$ cat src/rtl/fifo_dot_mac.sv
// Dot-product consumer for two operand FIFOs: pops LENGTH pairs, multiplies and accumulates them.
// Optional macro MAC_SATURATE_EN clamps the accumulator instead of wrapping and reports it on sat.
module fifo_dot_mac #(
  parameter int unsigned DATA_WIDTH = 8,
  parameter int unsigned LENGTH     = 8,
  parameter int unsigned ACC_WIDTH  = 24
) (
  input  logic                  clk,
  input  logic                  rst_n,
  input  logic                  start,
  input  logic                  a_empty,
  input  logic                  b_empty,
  input  logic [DATA_WIDTH-1:0] a_data,
  input  logic [DATA_WIDTH-1:0] b_data,
  output logic                  a_rden,
  output logic                  b_rden,
  output logic                  busy,
  output logic                  done,
  output logic [ACC_WIDTH-1:0]  result,
  output logic                  sat
);

  localparam int unsigned CW = $clog2(LENGTH + 1);
  localparam int unsigned PW = 2 * DATA_WIDTH;
  localparam int unsigned SW = ACC_WIDTH + 1;
  localparam logic [CW-1:0] LEN_C  = CW'(LENGTH);
  localparam logic [CW-1:0] LAST_C = CW'(LENGTH - 1);

  typedef enum logic [1:0] {S_IDLE, S_RUN, S_DRAIN, S_DONE} state_t;

  state_t          state_q, state_d;
  logic [CW-1:0]   cnt_q, cnt_d;
  logic            drain_q, drain_d;
  logic            vld_q, prod_vld_q;
  logic [PW-1:0]   prod_q;
  logic [ACC_WIDTH-1:0] acc_q, acc_d;
  logic [SW-1:0]   sum;
  logic            pop;
`ifdef MAC_SATURATE_EN
  logic            sat_q, sat_d;
`endif

  // Both FIFOs are always popped as a pair; reset gates the pop combinationally.
  assign pop = rst_n && (state_q == S_RUN) && !a_empty && !b_empty && (cnt_q < LEN_C);
  assign sum = {1'b0, acc_q} + SW'(prod_q);

  always_comb begin
    state_d = state_q;
    cnt_d   = cnt_q;
    drain_d = drain_q;
    acc_d   = acc_q;
`ifdef MAC_SATURATE_EN
    sat_d   = sat_q;
`endif
    if (prod_vld_q) begin
`ifdef MAC_SATURATE_EN
      if (sum[ACC_WIDTH]) begin
        acc_d = '1;
        sat_d = 1'b1;
      end else begin
        acc_d = sum[ACC_WIDTH-1:0];
      end
`else
      acc_d = sum[ACC_WIDTH-1:0];
`endif
    end
    case (state_q)
      S_IDLE: begin
        if (start) begin
          state_d = S_RUN;
          cnt_d   = '0;
          acc_d   = '0;
`ifdef MAC_SATURATE_EN
          sat_d   = 1'b0;
`endif
        end
      end
      S_RUN: begin
        if (pop) begin
          cnt_d = cnt_q + CW'(1);
          if (cnt_q == LAST_C) begin
            state_d = S_DRAIN;
            drain_d = 1'b0;
          end
        end
      end
      S_DRAIN: begin
        drain_d = 1'b1;
        if (drain_q) state_d = S_DONE;
      end
      S_DONE:  state_d = S_IDLE;
      default: state_d = S_IDLE;
    endcase
  end

  always_ff @(posedge clk) begin
    if (!rst_n) begin
      state_q    <= S_IDLE;
      cnt_q      <= '0;
      drain_q    <= 1'b0;
      vld_q      <= 1'b0;
      prod_vld_q <= 1'b0;
      prod_q     <= '0;
      acc_q      <= '0;
`ifdef MAC_SATURATE_EN
      sat_q      <= 1'b0;
`endif
    end else begin
      state_q    <= state_d;
      cnt_q      <= cnt_d;
      drain_q    <= drain_d;
      vld_q      <= pop;
      prod_vld_q <= vld_q;
      if (vld_q) begin
        prod_q <= {{DATA_WIDTH{1'b0}}, a_data} * {{DATA_WIDTH{1'b0}}, b_data};
      end
      acc_q      <= acc_d;
`ifdef MAC_SATURATE_EN
      sat_q      <= sat_d;
`endif
    end
  end

  assign a_rden = pop;
  assign b_rden = pop;
  assign busy   = (state_q == S_RUN) || (state_q == S_DRAIN);
  assign done   = (state_q == S_DONE);
  assign result = acc_q;
`ifdef MAC_SATURATE_EN
  assign sat    = sat_q;
`else
  assign sat    = 1'b0;
`endif

endmodule

$ cat config.mk
export PLATFORM = sky130hd
export DESIGN_NAME = fifo_dot_mac
export DESIGN_NICKNAME = d
export VERILOG_FILES = /design/src/rtl/fifo_dot_mac.sv
export SDC_FILE = /design/constraint.sdc
export NUM_CORES = 1
export LEC_CHECK = 0
export BUFFER_PORTS_ARGS = -buffer_cell sky130_fd_sc_hd__buf_2
export CAP_MARGIN = 0
export CORE_MARGIN = 1.5
export CORE_UTILIZATION = 44
export DETAILED_ROUTE_END_ITERATION = 7
export PLACE_DENSITY_LB_ADDON = 0.15
export SYNTH_ARGS = -nofsm -noshare
export SYNTH_HDL_FRONTEND = slang
export SYNTH_SLANG_ARGS = --single-unit
$ cat constraint.sdc
create_clock -name clk -period 12.7 [get_ports clk]
set_input_delay 3.175 -clock clk [delete_from_list [all_inputs] [get_ports clk]]
set_output_delay 3.175 -clock clk [all_outputs]
set_load 0.02 [all_outputs]
Word-level counts from Yosys, hierarchy flattened
Cells that the tools add are included.

cells by class
  $add $sub $neg = 2
  multipliers = 1
  divide/modulo/power cells = 0
  $lt $le $gt $ge = 1
  equality and inequality tests = 8
  shifts and indexed selects = 0
  muxes and demuxes = 14
  bitwise logic cells = 0
  reductions and logical operators = 13

operator list
  kind                                                                     number
  24-bit two-way mux                                                       3
  24-bit by 16-bit adder with 24-bit output                                1
  8-bit by 8-bit multiplier with 16-bit output                             1
  2-bit two-way mux                                                        4
  4-bit two-way mux                                                        2
  2-bit case mux with 4 select lines                                       1
  4-bit case mux with 2 select lines                                       1
  2-bit inequality test, second input constant                             3
  3-bit AND reduction                                                      2
  4-bit by 1-bit adder with 4-bit output, second input constant            1
  2-bit == test, second input constant                                     2
  4-bit by 3-bit == test with 1-bit output, second input constant          1
  1-bit logical AND                                                        4
  4-bit less-than comparator, second input constant                        1
  4-bit AND reduction                                                      1
  2-bit nonzero test                                                       2
  2-bit by 1-bit == test with 1-bit output, second input constant          1
  1-bit logical NOT                                                        2
  2-bit logical NOT                                                        1
  1-bit two-way mux                                                        2
  2-bit by 1-bit inequality test with 1-bit output, second input constant  1
  1-bit case mux with 2 select lines                                       1
  1-bit logical OR                                                         1

word-level totals
  register bits = 49
  bits in latches = 0
  memory bits (writable) = 0
  memory bits (read-only) = 0
  input bits = 21
  output and inout bits = 29
  word-level logic and storage cells = 46
  memories = 0

Depth between registers and ports, before layout
  word-level depth = 7
  mapped depth = 16
  mapped depth without buffers = 16

Least setup slack after synthesis
No wires, ideal clock.

  kind = input to output
  from = in a_empty
  to = out b_rden
  data arrival time = 4197 ps
  data required time = 9525 ps
  setup slack = 5328 ps
  stages = 4
  buffers on the path = 2
  cell sequence = or4_1 -> clkbuf_1 -> inv_1 -> buf_4

between the ends
  longest elaborated chain between the ends = 4

ends and longest elaborated chain
  what                            line  text
  start, declared                 11    input logic a_empty,
  1-bit logical NOT               44    assign pop = rst_n && (state_q == S_RUN) && !a_empty && !b_empty && (cnt_q < LEN_C);
  1-bit logical AND (3 in a row)  44
  end, declared                   16    output logic b_rden,

No other way between the ends.

Final worst setup path
  from = in rst_n
  to = out b_rden

between the ends
  longest elaborated chain between the ends = 4

ends and longest elaborated chain
  what                            line  text
  start, declared                 9     input logic rst_n,
  1-bit logical AND (4 in a row)  44

No other way between the ends.

==> metrics <==
share of the yosys chip area belonging to registers 0.207; first-pass GRT wire length 16.6 mm; Top cell by count, worst path buf_2; Worst setup endpoint b_rden; logic gate share of total power 0.542; Sequential Power Share 0.297; total grt overflow 0; Total Nets Final 710; Cells after Synth 553; Final min period 7.47 ns; quantity of I/O buffers inserted on ports 48; CTS sink cnt 49; CP max stage cell or4_1; peak supply drop 0.0417 mV; CTS max path bufs 2; Switching Share 0.417; Yosys reg bits 49; RR Endpoint result[22]; Psw 236 uW; vias per cell 5.28; CP startpoint rst_n; asr flop ratio synth 0; H-tree depth 2; drc violations 0; Die Area 11400 um^2; max incr delay on CP 0.54 ns; gpl congestion 0.832; Final Cycle Share 0.588; CP max FO 11; worst reg2reg path depth 7; worst setup margin 5.23 ns; Final Max Slew Viols 0; Pleak 0.00245 uW; Routed wire per std cell 13.4 um; Mapped Area 4750 um^2; antenna-violating nets left 0; Crit. End Element output port; Yosys cell types 52; Inst Count DP 724; worst path cell trace buf_2 -> nand2_1 -> or4_1 -> inv_1 -> buf_2; Clk pwr share 0.162; Max Freq 0.134 GHz; die height 107 um; syn_area_per_cell 8.59 um^2; number of fill cells 1042; layout cells sized above 1 0.106; Worst-Skew Late Latency 0.31 ns; iteration count of the initial detailed-routing pass 4; Yosys Warn Count 0; largest net degree at the start of global routing 26; Total GRT Usage 0.178; Pint 329 uW; core region area 10400 um^2; ant diodes 0; final WL 9.80 mm; post_cts resized 0; Clock Skews 0.0101 ns; initial core utilization 0.456; startpoint type of the worst setup path input pin; Mapped Nets 668; critical path type input pin to output port; via count 3867; initial DRC count 179; post-CTS setup buffer count 0; top_reg_cell synth dfxtp_1; total of max-cap violations 0; Hold Path Class flip-flop to flip-flop; Post-Layout Cell Count 732; Final Hold Fails 0; Placement Setup Slack 5.25 ns; setup TNS 0 ns; CTS tree done; vias in the first global route 3585; Layout area overhead 9.27%; CTS root buffer clkbuf_8; DP Wirelength 7.87 mm; worst-margin pin slew 0.858 ns; Reg clk slew, reported paths 0.08 ns; r2r setup slk 9.98 ns; Hold Buf Count CTS 0; RSZ-0062 raised after global routing no; initial antenna violation count 0; Worst slew margin 0.427; Arr. time, crit path 4.29 ns; Setup violations, final 0; data required time of the worst path 9.52 ns; EDFF count, synth 0; CTS Buf Count 5; cell row count 37; I/O pin total 50; worst r2r src result[0]; status finished, final reports clean; die width 107 um; PD cells 109 nW/um^2
-- power groups by stage --
stage                     clock [uW]  sequential, uW  combinational, uW
after floorplan                    0             168                245
after global placement             0             171                298
after detailed placement           0             171                304
after CTS                       95.1             168                307
after global routing             102             169                351
final                           91.4             167                306
-- Yosys cell counts, types with 2 or more instances --
library cell  count  area [um^2]
mux2i_1          15          150
a31o_2            2         17.5
a21o_1            8         60.1
xnor2_1           8         70.1
inv_1            58          218
fa_1             37          741
a41oi_1           3         26.3
a211oi_1          9         67.6
buf_4             2         15.0
or4_1             2         15.0
nor2b_1           3         18.8
a21oi_1          41          205
a311oi_1          2         17.5
nand2_1          46          173
o21a_1            6         45.0
nor2_1           31          116
clkbuf_1         10         37.5
a31oi_1           4         25.0
nand4_1           2         12.5
o21ai_1           2         10.0
nand3_1          11         55.1
nand2b_1          5         31.3
and2_1           52          325
or3_1             7         43.8
o31a_1            2         17.5
o21ai_0          28          140
o211ai_1          6         45.0
dfxtp_1          49          981
o31ai_1           3         22.5
nor3_1            7         35.0
xor2_1            7         61.3
and3_1            6         37.5
ha_1             57          713
o21bai_1          4         30.0
-- logic make-up after synthesis --
| group | Yosys count | synth area share |
|---|---|---|
| simple gates | 177 | 0.190 |
| fa+ha+maj | 94 | 0.306 |
| xor+xnor | 15 | 0.0277 |
| compound gates | 130 | 0.179 |
| mux | 15 | 0.0316 |
| flops | 49 | 0.207 |
| buf+inv | 72 | 0.0587 |
| other cells | 1 | 0.000790 |
-- cells in the final DEF (no fill, tap or decap), drive strengths merged, types with 11 or more instances in the layout --
| master | n |
|---|---|
| mux2i | 15 |
| and2 | 52 |
| nor2 | 31 |
| nand3 | 11 |
| ha | 57 |
| fa | 37 |
| nand2 | 46 |
| a21oi | 41 |
| buf | 49 |
| inv | 58 |
| dfxtp | 49 |
| o21ai | 31 |
-- worst max-delay path: cells and delay by family --
| kind | cells | cell delay (ns) |
|---|---|---|
| and+or+nand+nor | 2 | 0.60 |
| buffers and inverters | 3 | 0.51 |
-- state kept, by name (all words and copies together) (netlist names) --
name / cells
drain_q: 1
vld_q: 1
cnt_q: 4
prod_vld_q: 1
result: 24
prod_q: 16
state_q: 2
-- stage by stage --
stage               total power (uW)   util  hold WS, ns  cell area [um^2]
floorplan                        413      -        0.429              4750
global placement                 469  0.490        0.447              5110
detailed placement               476  0.490        0.453              5110
CTS                              570  0.498        0.463              5190
global route                     622  0.498        0.499              5190
finish                           565  0.498        0.462              5190
-- worst min-delay path by stage --
stage	startpoint	to	slack, ns	cells after the start
after detailed placement	prod_q[0]	prod_q[0]	0.45	2
after CTS	prod_q[0]	prod_q[0]	0.46	2
after global placement	prod_q[12]	prod_q[12]	0.45	2
after global routing	prod_q[7]	prod_q[7]	0.50	2
after floorplan	prod_q[12]	prod_q[12]	0.43	2
final	prod_q[0]	prod_q[0]	0.46	2
-- cell type report --
type                       count  area [um^2]  area share
multi-input combinational    432         3490       0.672
sequential                    49          981       0.189
clock inverter                 1         7.51     0.00145
inverter                      58          218      0.0419
tap                          136          170      0.0328
clock buffer                   7         76.3      0.0147
timing repair buffer          49          248      0.0477
-- per-layer routing --
| layer | up-vias | GRT usage | share of wire |
|---|---|---|---|
| li1 | 1979 | - | - |
| met5 | - | 0 | 0 |
| met2 | 78 | 0.289 | 0.45 |
| met4 | 0 | 0.0543 | 0.014 |
| met1 | 1801 | 0.249 | 0.50 |
| met3 | 9 | 0.0219 | 0.035 |
Power figures use the tool's default switching activity.
